File: src/rtl/d_branch_ctrl_pkg.sv
// Shared encodings for the D-stage branch sequencer and its comparator.
// b_type values and FSM state encodings live here so the comparator and the
// control decoder agree on the same numbering.
package d_branch_ctrl_pkg;

  localparam logic [2:0] BT_BEQ  = 3'd0;
  localparam logic [2:0] BT_BNE  = 3'd1;
  localparam logic [2:0] BT_BHE  = 3'd2;
  localparam logic [2:0] BT_BHEL = 3'd3;

  typedef enum logic [1:0] {
    ST_IDLE = 2'd0,
    ST_WAIT = 2'd1,
    ST_HOLD = 2'd2
  } br_state_e;

  // Codes 4-7 are reserved and never produce a taken branch.
  function automatic logic bt_reserved(input logic [2:0] bt);
    return bt[2];
  endfunction

  // Map comparator results to a branch decision. cmp_zero is already
  // qualified by the comparator for beq/bne, so both use it directly.
  function automatic logic branch_dec(input logic [2:0] bt,
                                      input logic       cmp_zero,
                                      input logic       cmp_result);
    logic d;
    case (bt)
      BT_BEQ, BT_BNE:  d = cmp_zero;
      BT_BHE, BT_BHEL: d = cmp_result;
      default:         d = 1'b0;
    endcase
    return d;
  endfunction

endpackage

File: src/rtl/d_branch_stat.sv
// Saturating branch statistics counters: resolved branches, taken branches
// and cycles spent stalling on operand readiness. Only instantiated when the
// BRANCH_STAT_EN macro is defined.
module d_branch_stat #(
  parameter int CNT_W = 32
) (
  input  logic             clk,
  input  logic             reset,
  input  logic             resolved,
  input  logic             taken,
  input  logic             br_stall,
  output logic [CNT_W-1:0] br_total,
  output logic [CNT_W-1:0] br_taken,
  output logic [CNT_W-1:0] stall_cycles
);

  logic [CNT_W-1:0] total_q, total_d;
  logic [CNT_W-1:0] taken_q, taken_d;
  logic [CNT_W-1:0] stall_q, stall_d;

  // Increment by one unless already at all-ones.
  function automatic logic [CNT_W-1:0] sat_inc(input logic [CNT_W-1:0] v,
                                               input logic             en);
    logic [CNT_W-1:0] r;
    r = v;
    if (en && (v != {CNT_W{1'b1}})) r = v + {{(CNT_W-1){1'b0}}, 1'b1};
    return r;
  endfunction

  // Next counter values; taken only counts in the advance cycle.
  always_comb begin
    total_d = sat_inc(total_q, resolved);
    taken_d = sat_inc(taken_q, resolved & taken);
    stall_d = sat_inc(stall_q, br_stall);
  end

  // Counter registers, cleared on reset.
  always_ff @(posedge clk) begin
    if (reset) begin
      total_q <= '0;
      taken_q <= '0;
      stall_q <= '0;
    end else begin
      total_q <= total_d;
      taken_q <= taken_d;
      stall_q <= stall_d;
    end
  end

  assign br_total     = total_q;
  assign br_taken     = taken_q;
  assign stall_cycles = stall_q;

endmodule

File: src/rtl/d_branch_ctrl.sv
// Decode-stage branch sequencer. Waits for forwarded operands, resolves the
// branch through the D-stage comparator, and latches the decision while D is
// frozen by other stall sources so every branch resolves exactly once.
// Optional statistics counters and ports are enabled by defining BRANCH_STAT_EN.
module d_branch_ctrl
  import d_branch_ctrl_pkg::*;
#(
  parameter int CNT_W = 32
) (
  input  logic             clk,
  input  logic             reset,
  input  logic             d_br,
  input  logic [2:0]       b_type,
  input  logic             rs_ready,
  input  logic             rt_ready,
  input  logic             ext_stall,
  input  logic             cmp_zero,
  input  logic             cmp_result,
  output logic [2:0]       cmp_type,
  output logic             br_stall,
  output logic             taken,
  output logic             flush_ds,
  output logic             resolved,
`ifdef BRANCH_STAT_EN
  output logic [CNT_W-1:0] br_total,
  output logic [CNT_W-1:0] br_taken,
  output logic [CNT_W-1:0] stall_cycles,
`endif
  output logic             bad_type
);

  br_state_e state_q, state_d;
  logic      dec_q, dec_d;
  logic      lflush_q, lflush_d;
  logic      bad_q, bad_d;

  logic      ready;
  logic      dec_now;
  logic      flush_now;

  assign ready     = rs_ready & rt_ready;
  assign dec_now   = branch_dec(b_type, cmp_zero, cmp_result);
  assign flush_now = (b_type == BT_BHEL) & ~dec_now;
  assign cmp_type  = d_br ? b_type : 3'd0;
  assign bad_type  = bad_q;

  // Next state and the same-cycle stall/advance outputs.
  always_comb begin
    state_d  = state_q;
    dec_d    = dec_q;
    lflush_d = lflush_q;
    bad_d    = bad_q | (d_br & bt_reserved(b_type));
    br_stall = 1'b0;
    taken    = 1'b0;
    flush_ds = 1'b0;
    resolved = 1'b0;
    case (state_q)
      ST_IDLE, ST_WAIT: begin
        if (!d_br) begin
          state_d = ST_IDLE;
        end else if (!ready) begin
          br_stall = 1'b1;
          state_d  = ST_WAIT;
        end else if (ext_stall) begin
          // Freeze the decision now; forwarded operands may change while held.
          dec_d    = dec_now;
          lflush_d = flush_now;
          state_d  = ST_HOLD;
        end else begin
          taken    = dec_now;
          flush_ds = flush_now;
          resolved = 1'b1;
          state_d  = ST_IDLE;
        end
      end
      ST_HOLD: begin
        if (!d_br) begin
          dec_d    = 1'b0;
          lflush_d = 1'b0;
          state_d  = ST_IDLE;
        end else if (!ext_stall) begin
          taken    = dec_q;
          flush_ds = lflush_q;
          resolved = 1'b1;
          dec_d    = 1'b0;
          lflush_d = 1'b0;
          state_d  = ST_IDLE;
        end
      end
      default: begin
        state_d = ST_IDLE;
      end
    endcase
  end

  // State, latched decision and sticky reserved-type flag.
  always_ff @(posedge clk) begin
    if (reset) begin
      state_q  <= ST_IDLE;
      dec_q    <= 1'b0;
      lflush_q <= 1'b0;
      bad_q    <= 1'b0;
    end else begin
      state_q  <= state_d;
      dec_q    <= dec_d;
      lflush_q <= lflush_d;
      bad_q    <= bad_d;
    end
  end

`ifdef BRANCH_STAT_EN
  d_branch_stat #(
    .CNT_W(CNT_W)
  ) u_stat (
    .clk          (clk),
    .reset        (reset),
    .resolved     (resolved),
    .taken        (taken),
    .br_stall     (br_stall),
    .br_total     (br_total),
    .br_taken     (br_taken),
    .stall_cycles (stall_cycles)
  );
`endif

endmodule

File: config.mk
export PLATFORM = sky130hd
export DESIGN_NAME = d_branch_ctrl
export DESIGN_NICKNAME = d
export VERILOG_FILES = /design/src/rtl/d_branch_ctrl_pkg.sv /design/src/rtl/d_branch_stat.sv /design/src/rtl/d_branch_ctrl.sv
export SDC_FILE = /design/constraint.sdc
export NUM_CORES = 1
export LEC_CHECK = 0
export CAP_MARGIN = 20
export CORE_AREA = 2 2 39 41
export DETAILED_ROUTE_END_ITERATION = 6
export DIE_AREA = 0 0 41 43
export GPL_ROUTABILITY_DRIVEN = 0
export GPL_TIMING_DRIVEN = 0
export PLACE_DENSITY = 0.6
export SYNTH_ARGS = -nofsm -noshare
export SYNTH_HDL_FRONTEND = slang
export SYNTH_SLANG_ARGS = --single-unit
File: constraint.sdc
create_clock -name clk -period 1.23 [get_ports clk]
set_input_delay 0.123 -clock clk [delete_from_list [all_inputs] [get_ports clk]]
set_output_delay 0.123 -clock clk [all_outputs]
set_load 0.005 [all_outputs]
==> results.sh, run 1 <==
export IMPL_run_status="finished, violations left"
export IMPL_violations="negative setup slack"
export IMPL_worst_pin_slew_ns=0.2748
export IMPL_crit_type="in2out"
export IMPL_drive_above_1_share_pct=41.54
export IMPL_start_kind="input port"
export IMPL_p_leak_nw=0.2510
export IMPL_syn_cell_area_um2=311.5
export IMPL_hold_ws_ns=0.2842
export IMPL_clockBufferDepth=2
export IMPL_port_buffers=18
export IMPL_synth_seq_cells=5
export IMPL_cp_num_buf_inv=3
export IMPL_final_max_slew_viol_count=0
export IMPL_finalSetupTns_ns=-0.9092
export IMPL_synth_xor_area_share_pct=0
export IMPL_grt_overflow=0
export IMPL_cp_max_fo=2
export IMPL_start_util_pct=22.51
export IMPL_clock_root_buffer="clkbuf_4"
export IMPL_drtIter0Drc=3
export IMPL_clkTransAtPathRegs_ns=0.05
export IMPL_cts_buffers=3
export IMPL_yosysTopAreaCellShare_pct=32.13
export IMPL_n_antenna_cell=0
export IMPL_fin_cells=81
export IMPL_track_usage_pct=13.15
export IMPL_grt_pass1_vias=369
export IMPL_fin_crit_ns=1.482
export IMPL_hold_violations=0
export IMPL_endpoint_kind="primary output"
export IMPL_crit_family="buffers and inverters"
export IMPL_yosysTopAreaCell="dfxtp_1"
export IMPL_firstDrtPassIters=3
export IMPL_drv_cap=0
export IMPL_area_delta_synth_final_pct=89.56
export IMPL_cts_sinks=5
export IMPL_synth_compound_area_share_pct=13.65
export IMPL_period_share_pct=120.5
export IMPL_vias_per_cell=4.568
export IMPL_grt_max_degree=8
export IMPL_synth_cell_types=22
export IMPL_core_um2=1384
export IMPL_worstSkewPairLatency_ns=0.24
export IMPL_ant_nets=0
export IMPL_synth_simple_area_share_pct=42.57
export IMPL_avgSynthCellArea_um2=8.420
export IMPL_setup_viol=5
export IMPL_powerDensity_nw_per_um2=794.8
export IMPL_final_net_count=77
export IMPL_die_area_um2=1763
export IMPL_ir_drop_mv=0.5479
export IMPL_ios=19
export IMPL_grt_use_met1_pct=14.47
export IMPL_busiest_layer="met2"
export IMPL_max_freq_mhz=674.7
export IMPL_synth_nets=48
export IMPL_cpMaxStageDelayCell="clkdlybuf4s50_1"
export IMPL_muxShareOfSynthArea_pct=10.44
export IMPL_fin_ws_ns=-0.2522
export IMPL_slew_headroom_pct=81.51
export IMPL_synthTopCellsByArea="dfxtp_1 (32%), and2_2 (7.2%), mux2_1 (7.2%)"
export IMPL_worst_endpoint_arrival_ns=1.36
export IMPL_synth_top_family_by_area="simple AND/OR/NAND/NOR gates"
export IMPL_die_h_um=43
export IMPL_cts_htree_levels=1
export IMPL_hp_class="in2reg"
export IMPL_yosysSeqAreaShare_pct=32.13
export IMPL_cp_slowest_stage_delay_ns=0.50
export IMPL_required_ns=1.11
export IMPL_fin_worst_skew_ns=0.0002593
export IMPL_drt_total_wl_um=969
export IMPL_dp_slack_ns=-0.8085
export IMPL_grt_pass1_wl_um=1490
export IMPL_rows=14
export IMPL_wire_per_inst_um=11.96
export IMPL_synth_adder_area_share_pct=0
export IMPL_cts_tree="done"
export IMPL_drc_errors=0
export IMPL_dp_cells=71
export IMPL_synth_warning_count=0
export IMPL_grtUsageMet3_pct=3.665
export IMPL_die_width_um=41
export IMPL_final_cell_mix="clkdlybuf4s50_1 (10), buf_4 (6), nand2_1 (4), dfxtp_1 (4)"
export IMPL_rsz0062_at_grt="yes"
export IMPL_grt_antenna_before_repair=0
export IMPL_vias=370
export IMPL_final_common_cell="clkdlybuf4s50_1"
export IMPL_met2_usage_pct=20.00
export IMPL_postSynthCellCount=37
export IMPL_crit_path_cell_trace="clkdlybuf4s50_1 > nand4b_1 > a21oi_2 > buf_4 > a21boi_2 > buf_2"
export IMPL_postLayoutCoreUtil_pct=42.68
==> path summary, 6_finish.rpt <==
kind | start | end | slack, ns | cells after the start
worst max-delay path | rs_ready | flush_ds | -0.25 | 6
worst max register to register | state_q[1] | lflush_q | -0.12 | 4
worst min register to register | bad_type | bad_type | 0.46 | 2
worst min-delay path | d_br | state_q[1] | 0.28 | 3
==> synthesized netlist by cell type (all sizes together) <==
cell type / number
dfxtp: 5
a21oi: 4
nand2: 4
and2: 3
a21boi: 2
mux2: 2
nand2b: 2
nor2: 2
nor2b: 2
a211oi: 1
inv: 1
mux2i: 1
nand3b: 1
nand4b: 1
nor3: 1
nor4: 1
or2: 1
or2b: 1
or3: 1
or4: 1
==> cell families (layout without fill, tap and decap cells) <==
logic type	Yosys count	in the layout
multiplexers	3	3
AND/OR/NAND/NOR	21	21
flip-flops	5	5
buffers and inverters	1	29
AO/OA/AOI/OAI	7	7
==> tightest hold or removal path: cells and delay by family <==
family,cells,cell delay (ns)
simple gates,1,0.14
buf+inv,1,0.13
compound gates,1,0.09
==> power breakdown <==
| part | internal (mW) | switching [mW] | leakage [nW] | total (mW) |
|---|---|---|---|---|
| sequential | 0.168 | 0.00373 | 0.0413 | 0.172 |
| clock | 0.123 | 0.0718 | 0.0150 | 0.195 |
| combinational | 0.0649 | 0.0381 | 0.195 | 0.103 |
==> repair_timing <==
| action | 4_1_cts | 5_1_grt |
|---|---|---|
| pin swaps | 3 | 1 |
| setup buffers | 5 | 1 |
| hold buffers | 0 | 0 |
| setup endpoints to repair | 9 | 9 |
| gates resized for setup | 31 | 1 |
==> final cells by class <==
class | count | area (µm²)
Fill cell | 153 | 793.3
Multi-Input combinational cell | 31 | 236.5
Timing Repair Buffer | 24 | 202.7
Inverter | 1 | 3.754
Clock buffer | 4 | 26.28
Sequential cell | 5 | 101.3
Tap cell | 16 | 20.02
==> layer usage <==
metal	wire length [µm]	up-vias	share of wire [%]
met5	0	-	0
met4	11	0	1.1
met3	66	2	6.8
met2	475	11	49
met1	415	167	43
li1	-	190	-
==> sequential cells by signal (all words and copies together) (netlist names) <==
signal    flops
bad_type      1
dec_q         1
lflush_q      1
state_q       2
==> per-stage QoR <==
step | instance area (µm²) | total power [mW]
6_report | 590.6 | 0.4694
3_3_place_gp | 511.7 | 0.2697
4_1_cts | 588.1 | 0.4763
5_1_grt | 590.6 | 0.4929
3_5_place_dp | 511.7 | 0.2695
2_1_floorplan | 311.5 | 0.2031
No activity file was read; power rests on OpenSTA's default activity.
==> run 2: changes to the inputs <==
- ABC_AREA: default -> 1
- PLACE_DENSITY: 0.6 -> 0.62
==> run 2 against run 1 <==
  * Clock power rose by 3%
  * Clock skew rose by 0.0028 ns
  * Worst setup slack gained 0.080 ns
  * Sequential power barely moved
  * Via count is 34% higher
  * Highest routed layer unchanged
  * Flip-flop and latch count did not move
  * Non-clock buffer count rose by 7
  * Design area grew 15%
  * Die area unchanged
  * Sequential share of layout area is 2.2 points lower
  * The flow still finishes with violations (negative setup slack)
  * Synthesized cell count rose by 57%
  * Critical endpoint unchanged
  * Largest cell class is now buffers
==> results.sh, run 2 <==
export IMPL_multi_input_comb_area_um2=200.2
export IMPL_yosysMostFrequentCell="nand2_1"
export IMPL_num_fill_cells=142
export IMPL_largest_reg_flops=2
export IMPL_worstSkewPairLatency_ns=0.25
export IMPL_grt_pass1_wl_um=1807
export IMPL_ios=19
export IMPL_synth_edf_count=0
export IMPL_drt_total_wl_um=1149
export IMPL_vias_per_cell=4.532
export IMPL_wire_per_inst_um=10.54
export IMPL_track_usage_pct=15.59
export IMPL_dp_slack_ns=-0.4748
export IMPL_die_width_um=41
export IMPL_grt_antenna_before_repair=0
export IMPL_avgSynthCellArea_um2=5.717
export IMPL_core_um2=1384
export IMPL_synth_ff_type="dfxtp_1"
export IMPL_ir_drop_mv=0.5433
export IMPL_cts_htree_levels=1
export IMPL_run_status="finished, violations left"
export IMPL_postSynthCellCount=58
export IMPL_postLayoutCoreUtil_pct=49.10
export IMPL_n_antenna_cell=0
export IMPL_yosysTopAreaCellShare_pct=30.19
export IMPL_die_h_um=43
export IMPL_fin_worst_skew_ns=0.003050
export IMPL_clock_root_buffer="clkbuf_4"
export IMPL_rsz0062_at_grt="yes"
export IMPL_yosysSeqAreaShare_pct=30.19
export IMPL_cts_sinks=5
export IMPL_vias=494
export IMPL_synth_warning_count=0
export IMPL_endpoint_kind="primary output"
export IMPL_finalSetupTns_ns=-0.3334
export IMPL_start_util_pct=23.96
export IMPL_port_buffers=18
export IMPL_setup_viol=3
export IMPL_grt_pass1_vias=473
export IMPL_cp_max_fo=5
export IMPL_area_delta_synth_final_pct=104.9
export IMPL_synthTopCellsByArea="dfxtp_1 (30%), nand2_1 (16%), inv_1 (14%)"
export IMPL_violations="negative setup slack"
export IMPL_synth_nets=69
export IMPL_hold_ws_ns=0.3480
export IMPL_clockBufferDepth=2
export IMPL_fin_ws_ns=-0.1725
export IMPL_p_leak_nw=0.4090
export IMPL_drc_errors=0
export IMPL_rows=14
export IMPL_drtIter0Drc=13
export IMPL_hold_violations=0
export IMPL_ff2ff_path_depth=9
export IMPL_yosys_top_cells_count="nand2_1 (14), inv_1 (12), nor2_1 (11)"
export IMPL_reg2reg_slack_ns=-0.02
export IMPL_period_share_pct=114.0
export IMPL_cts_hold_buf=0
export IMPL_worst_pin_slew_ns=0.1967
export IMPL_async_flop_share_pct=0
export IMPL_required_ns=1.11
export IMPL_yosysTopAreaCell="dfxtp_1"
export IMPL_fin_crit_ns=1.403
export IMPL_drive_above_1_share_pct=38.71
export IMPL_regArea_um2=101.3
export IMPL_synth_cell_types=15
export IMPL_drv_cap=0
export IMPL_syn_cell_area_um2=331.6
export IMPL_timing_rr_end="dec_q"
export IMPL_grt_overflow=0
export IMPL_cts_buffers=3
export IMPL_r2r_start="state_q[1]"
export IMPL_clkTransAtPathRegs_ns=0.05
export IMPL_final_net_count=105
export IMPL_hp_class="in2reg"
export IMPL_ant_nets=0
export IMPL_worst_endpoint_arrival_ns=1.28
export IMPL_critPathLaunch="state_q[1]"
export IMPL_hpwlAfterDp_um=691.8
export IMPL_final_cell_mix="inv_1 (11), nand2_1 (11), buf_4 (10), nor2_1 (9), clkdlybuf4s50_1 (7)"
export IMPL_cts_tree="done"
export IMPL_grt_max_degree=6
export IMPL_crit_type="reg2out"
export IMPL_final_max_slew_viol_count=0
export IMPL_firstDrtPassIters=4
export IMPL_powerDensity_nw_per_um2=766.9
export IMPL_slew_headroom_pct=86.77
export IMPL_largest_register="state_q"
export IMPL_max_freq_mhz=713.0
export IMPL_start_kind="flop"
export IMPL_die_area_um2=1763
export IMPL_endpoint="flush_ds"
export IMPL_synth_seq_cells=5
==> run 2: cell count changes in the layout (fill, tap and decap cells not counted), moves of 3 or more <==
| cell | change |
|---|---|
| dlymetal6s2s_1 | +3 |
| and2_2 | -3 |
| inv_2 | +4 |
| nor2_1 | +7 |
| inv_1 | +10 |
| nand2_2 | +5 |
| clkdlybuf4s50_1 | -3 |
| nand2_1 | +7 |
| buf_4 | +4 |
==> run 2: per-stage QoR <==
step / cells / power (mW) / area [µm²]
global placement: 92 / 0.2837 / 531.8
finish: 109 / 0.5211 / 679.4
CTS: 105 / 0.5135 / 629.4
floorplan: 58 / 0.2197 / 331.6
detailed placement: 92 / 0.2857 / 531.8
global route: 109 / 0.5536 / 679.4
==> run 2: layout make-up <==
| type | count | share of cell area (%) |
|---|---|---|
| tap | 16 | 2.947 |
| clock buffer | 4 | 3.867 |
| sequential | 5 | 14.92 |
| multi-input combinational | 37 | 29.47 |
| inverter | 16 | 8.840 |
| timing repair buffer | 31 | 39.96 |
==> run 2: cell families (layout without fill, tap and decap cells) <==
group                  after synthesis  in the layout  share of synthesized area, %
and+or+nand+nor                     35             35                         48.68
buffers and inverters               16             51                         18.11
DFF                                  5              5                         30.19
AOI/OAI and AO/OA                    2              2                         3.019
==> run 2: timing repair <==
| item | CTS | global route |
|---|---|---|
| setup endpoints to repair | 7 | 5 |
| setup buffers | 11 | 4 |
| cloned | 0 | 0 |
| gates resized for setup | 30 | 7 |
| pin swaps | 8 | 4 |
==> run 2: critical path: stages (launching register included) <==
cell     delay, ns
dfxtp_2       0.33
inv_2         0.05
nor2_4        0.14
buf_4         0.14
nor2_2        0.04
a21oi_1       0.14
nor2_1        0.07
buf_2         0.13
==> run 2: worst min path at each step <==
stage          startpoint    endpoint  slack, ns  cells after the start
2_1_floorplan       reset    bad_type       0.20                      1
3_3_place_gp     bad_type    bad_type       0.45                      2
3_5_place_dp     bad_type    bad_type       0.46                      2
4_1_cts              d_br  state_q[0]       0.35                      3
5_1_grt              d_br  state_q[0]       0.40                      3
6_report             d_br  state_q[0]       0.35                      3
==> run 2: where the power goes <==
| group | leakage (nW) | internal, mW | switching, mW |
|---|---|---|---|
| Combinational | 0.353 | 0.0832 | 0.0614 |
| Clock | 0.0150 | 0.123 | 0.0778 |
| Sequential | 0.0414 | 0.170 | 0.00521 |
==> run 2: metal layers <==
metal / vias up / routed length (µm) / part of all wire (%) / GRT usage (%)
met1: 217 / 422 / 37 / 18.12
li1: 246 / - / - / -
met5: - / 0 / 0 / 0
met3: 6 / 54 / 4.7 / 1.571
met2: 25 / 638 / 56 / 23.44
met4: 0 / 34 / 3.0 / 14.00
==> run 3: changes to the inputs <==
- CORE_AREA: 2 2 39 41 -> 5 5 42 44
- DIE_AREA: 0 0 41 43 -> 0 0 47 49
==> run 3 against run 2 <==
  * The run still ends with negative setup slack left
  * Via count down 16%
  * Cell count down 6.4%
  * Clock power down 4%
  * Global-route usage down 6.2 points
  * Routed wire length down 19%
  * First-iteration DRC count down 69%
  * Utilization down 4.0 points
  * Die area up 31%
  * Clock skew about the same
  * Combinational power down 12%
  * Flip-flop and latch count unchanged
  * Critical path depth down 1
==> results.sh, run 3 (synthesis gave the netlist of run 2 again) <==
export IMPL_rsz0062_at_grt="yes"
export IMPL_finalSetupTns_ns=-0.09603
export IMPL_cp_slowest_stage_delay_ns=0.33
export IMPL_hold_violations=0
export IMPL_cpMaxStageDelayCell="dfxtp_2"
export IMPL_die_width_um=47
export IMPL_clkTransAtPathRegs_ns=0.05
export IMPL_grt_pass1_wl_um=1580
export IMPL_combPwrFrac_pct=25.8
export IMPL_drc_errors=0
export IMPL_cts_tree="done"
export IMPL_final_cell_mix="inv_1 (12), nand2_1 (12), nor2_1 (9), clkdlybuf4s50_1 (9), buf_4 (6)"
export IMPL_whs_endpoint="state_q[0]"
export IMPL_stdcell_area_um2=631.9
export IMPL_min_path_cells=3
export IMPL_crit_path_cell_trace="inv_2 > nor2_4 > nor2_2 > a21oi_1 > nor2_1 > buf_2"
export IMPL_clockBufferDepth=2
export IMPL_fin_worst_skew_ns=0.002667
export IMPL_finalPower_mw=0.4939
export IMPL_run_status="finished, violations left"
export IMPL_worst_pin_slew_ns=0.2184
export IMPL_start_util_pct=23.66
export IMPL_r2r_start="state_q[1]"
export IMPL_worst_endpoint_arrival_ns=1.15
export IMPL_largest_register="state_q"
export IMPL_setup_viol=3
export IMPL_clock_root_buffer="clkbuf_4"
export IMPL_largest_reg_flops=2
export IMPL_port_buffers=18
export IMPL_ff2ff_path_depth=9
export IMPL_start_kind="flop"
export IMPL_n_antenna_cell=0
export IMPL_drt_total_wl_um=929
export IMPL_drtIter0Drc=4
export IMPL_drive_above_1_share_pct=32.56
export IMPL_fin_crit_ns=1.269
export IMPL_final_net_count=98
export IMPL_dp_slack_ns=-0.4788
export IMPL_reg2reg_slack_ns=0.07
export IMPL_track_usage_pct=9.373
export IMPL_grt_max_degree=6
export IMPL_worstSkewPairLatency_ns=0.24
export IMPL_fin_ws_ns=-0.03887
export IMPL_num_fill_cells=143
export IMPL_regArea_um2=101.3
export IMPL_required_ns=1.11
export IMPL_die_h_um=49
export IMPL_crit_family="flip-flops"
export IMPL_timing_rr_end="dec_q"
export IMPL_die_area_um2=2303
export IMPL_final_max_slew_viol_count=0
export IMPL_clkPwrFrac_pct=38.8
export IMPL_cp_max_fo=5
export IMPL_vias=414
export IMPL_area_delta_synth_final_pct=90.57
export IMPL_hp_class="in2reg"
export IMPL_slew_headroom_pct=85.39
export IMPL_vias_per_cell=4.059
export IMPL_grt_overflow=0
export IMPL_cts_htree_levels=1
export IMPL_cp_num_buf_inv=2
export IMPL_core_um2=1401
export IMPL_multi_input_comb_area_um2=217.7
export IMPL_powerDensity_nw_per_um2=781.6
export IMPL_hold_ws_ns=0.3676
export IMPL_grt_pass1_vias=437
export IMPL_period_share_pct=103.2
export IMPL_p_int_mw=0.3630
export IMPL_place_area_um2=531.8
export IMPL_wire_per_inst_um=9.108
export IMPL_p_leak_nw=0.3564
export IMPL_ir_drop_mv=0.5247
export IMPL_crit_type="reg2out"
export IMPL_endpoint_kind="primary output"
export IMPL_firstDrtPassIters=4
export IMPL_hp_start="d_br"
export IMPL_hpwlAfterDp_um=694.1
export IMPL_drv_cap=0
export IMPL_max_freq_mhz=788.1
export IMPL_grt_antenna_before_repair=0
export IMPL_ios=19
export IMPL_cts_sinks=5
export IMPL_violations="negative setup slack"
export IMPL_switching_share_pct=26.49
export IMPL_p_sw_mw=0.1308
export IMPL_seqPwrFrac_pct=35.4
export IMPL_ant_nets=0
export IMPL_cts_buffers=3
export IMPL_rows=14
-- run 3: tightest hold or removal path: stages --
cell           delay, ns
dlygate4sd2_1       0.28
inv_1               0.10
nor4_1              0.05
-- run 3: what timing repair did --
| item | CTS | global route |
|---|---|---|
| hold buffers | 0 | 0 |
| pin swaps | 5 | 3 |
| resized for setup | 23 | 9 |
| endpoints found under the setup margin | 7 | 4 |
| buffers inserted | 4 | 2 |
| hold endpoints to repair | 0 | 0 |
-- run 3: power by group through the flow --
stage          clock network (mW)  logic [mW]  registers (mW)
2_1_floorplan                   0      0.0421           0.178
3_3_place_gp                    0       0.106           0.178
3_5_place_dp                    0       0.107           0.178
4_1_cts                     0.197       0.111           0.175
5_1_grt                     0.212       0.142           0.176
6_report                    0.192       0.127           0.175
-- run 3: cell type report --
cell class	count	share of cell area (%)
timing repair buffer	24	32.48
inverter	16	9.703
tap	16	3.168
clock buffer	4	4.158
multi-input combinational	37	34.46
sequential	5	16.04
-- run 3: how the worst max path moves through the flow --
| stage | start | slack [ns] | end | cells after the start |
|---|---|---|---|---|
| floorplan | state_q[1] | 0.33 | dec_q | 7 |
| global placement | b_type[1] | -0.48 | taken | 8 |
| detailed placement | b_type[1] | -0.48 | taken | 8 |
| CTS | state_q[1] | -0.04 | flush_ds | 6 |
| global route | state_q[0] | -0.1 | resolved | 6 |
| finish | state_q[1] | -0.04 | flush_ds | 6 |
-- run 3: stage by stage --
stage	std cells	util (%)
2_1_floorplan	58	-
3_3_place_gp	92	37.95
3_5_place_dp	92	37.95
4_1_cts	100	41.61
5_1_grt	102	45.09
6_report	102	45.09
-- run 3: metal layers --
layer	GRT usage (%)	part of all wire [%]	vias to the layer above
li1	-	-	226
met1	8.811	38	173
met2	16.52	55	15
met3	4.059	7.2	0
met4	4.147	0	0
met5	0	0	-
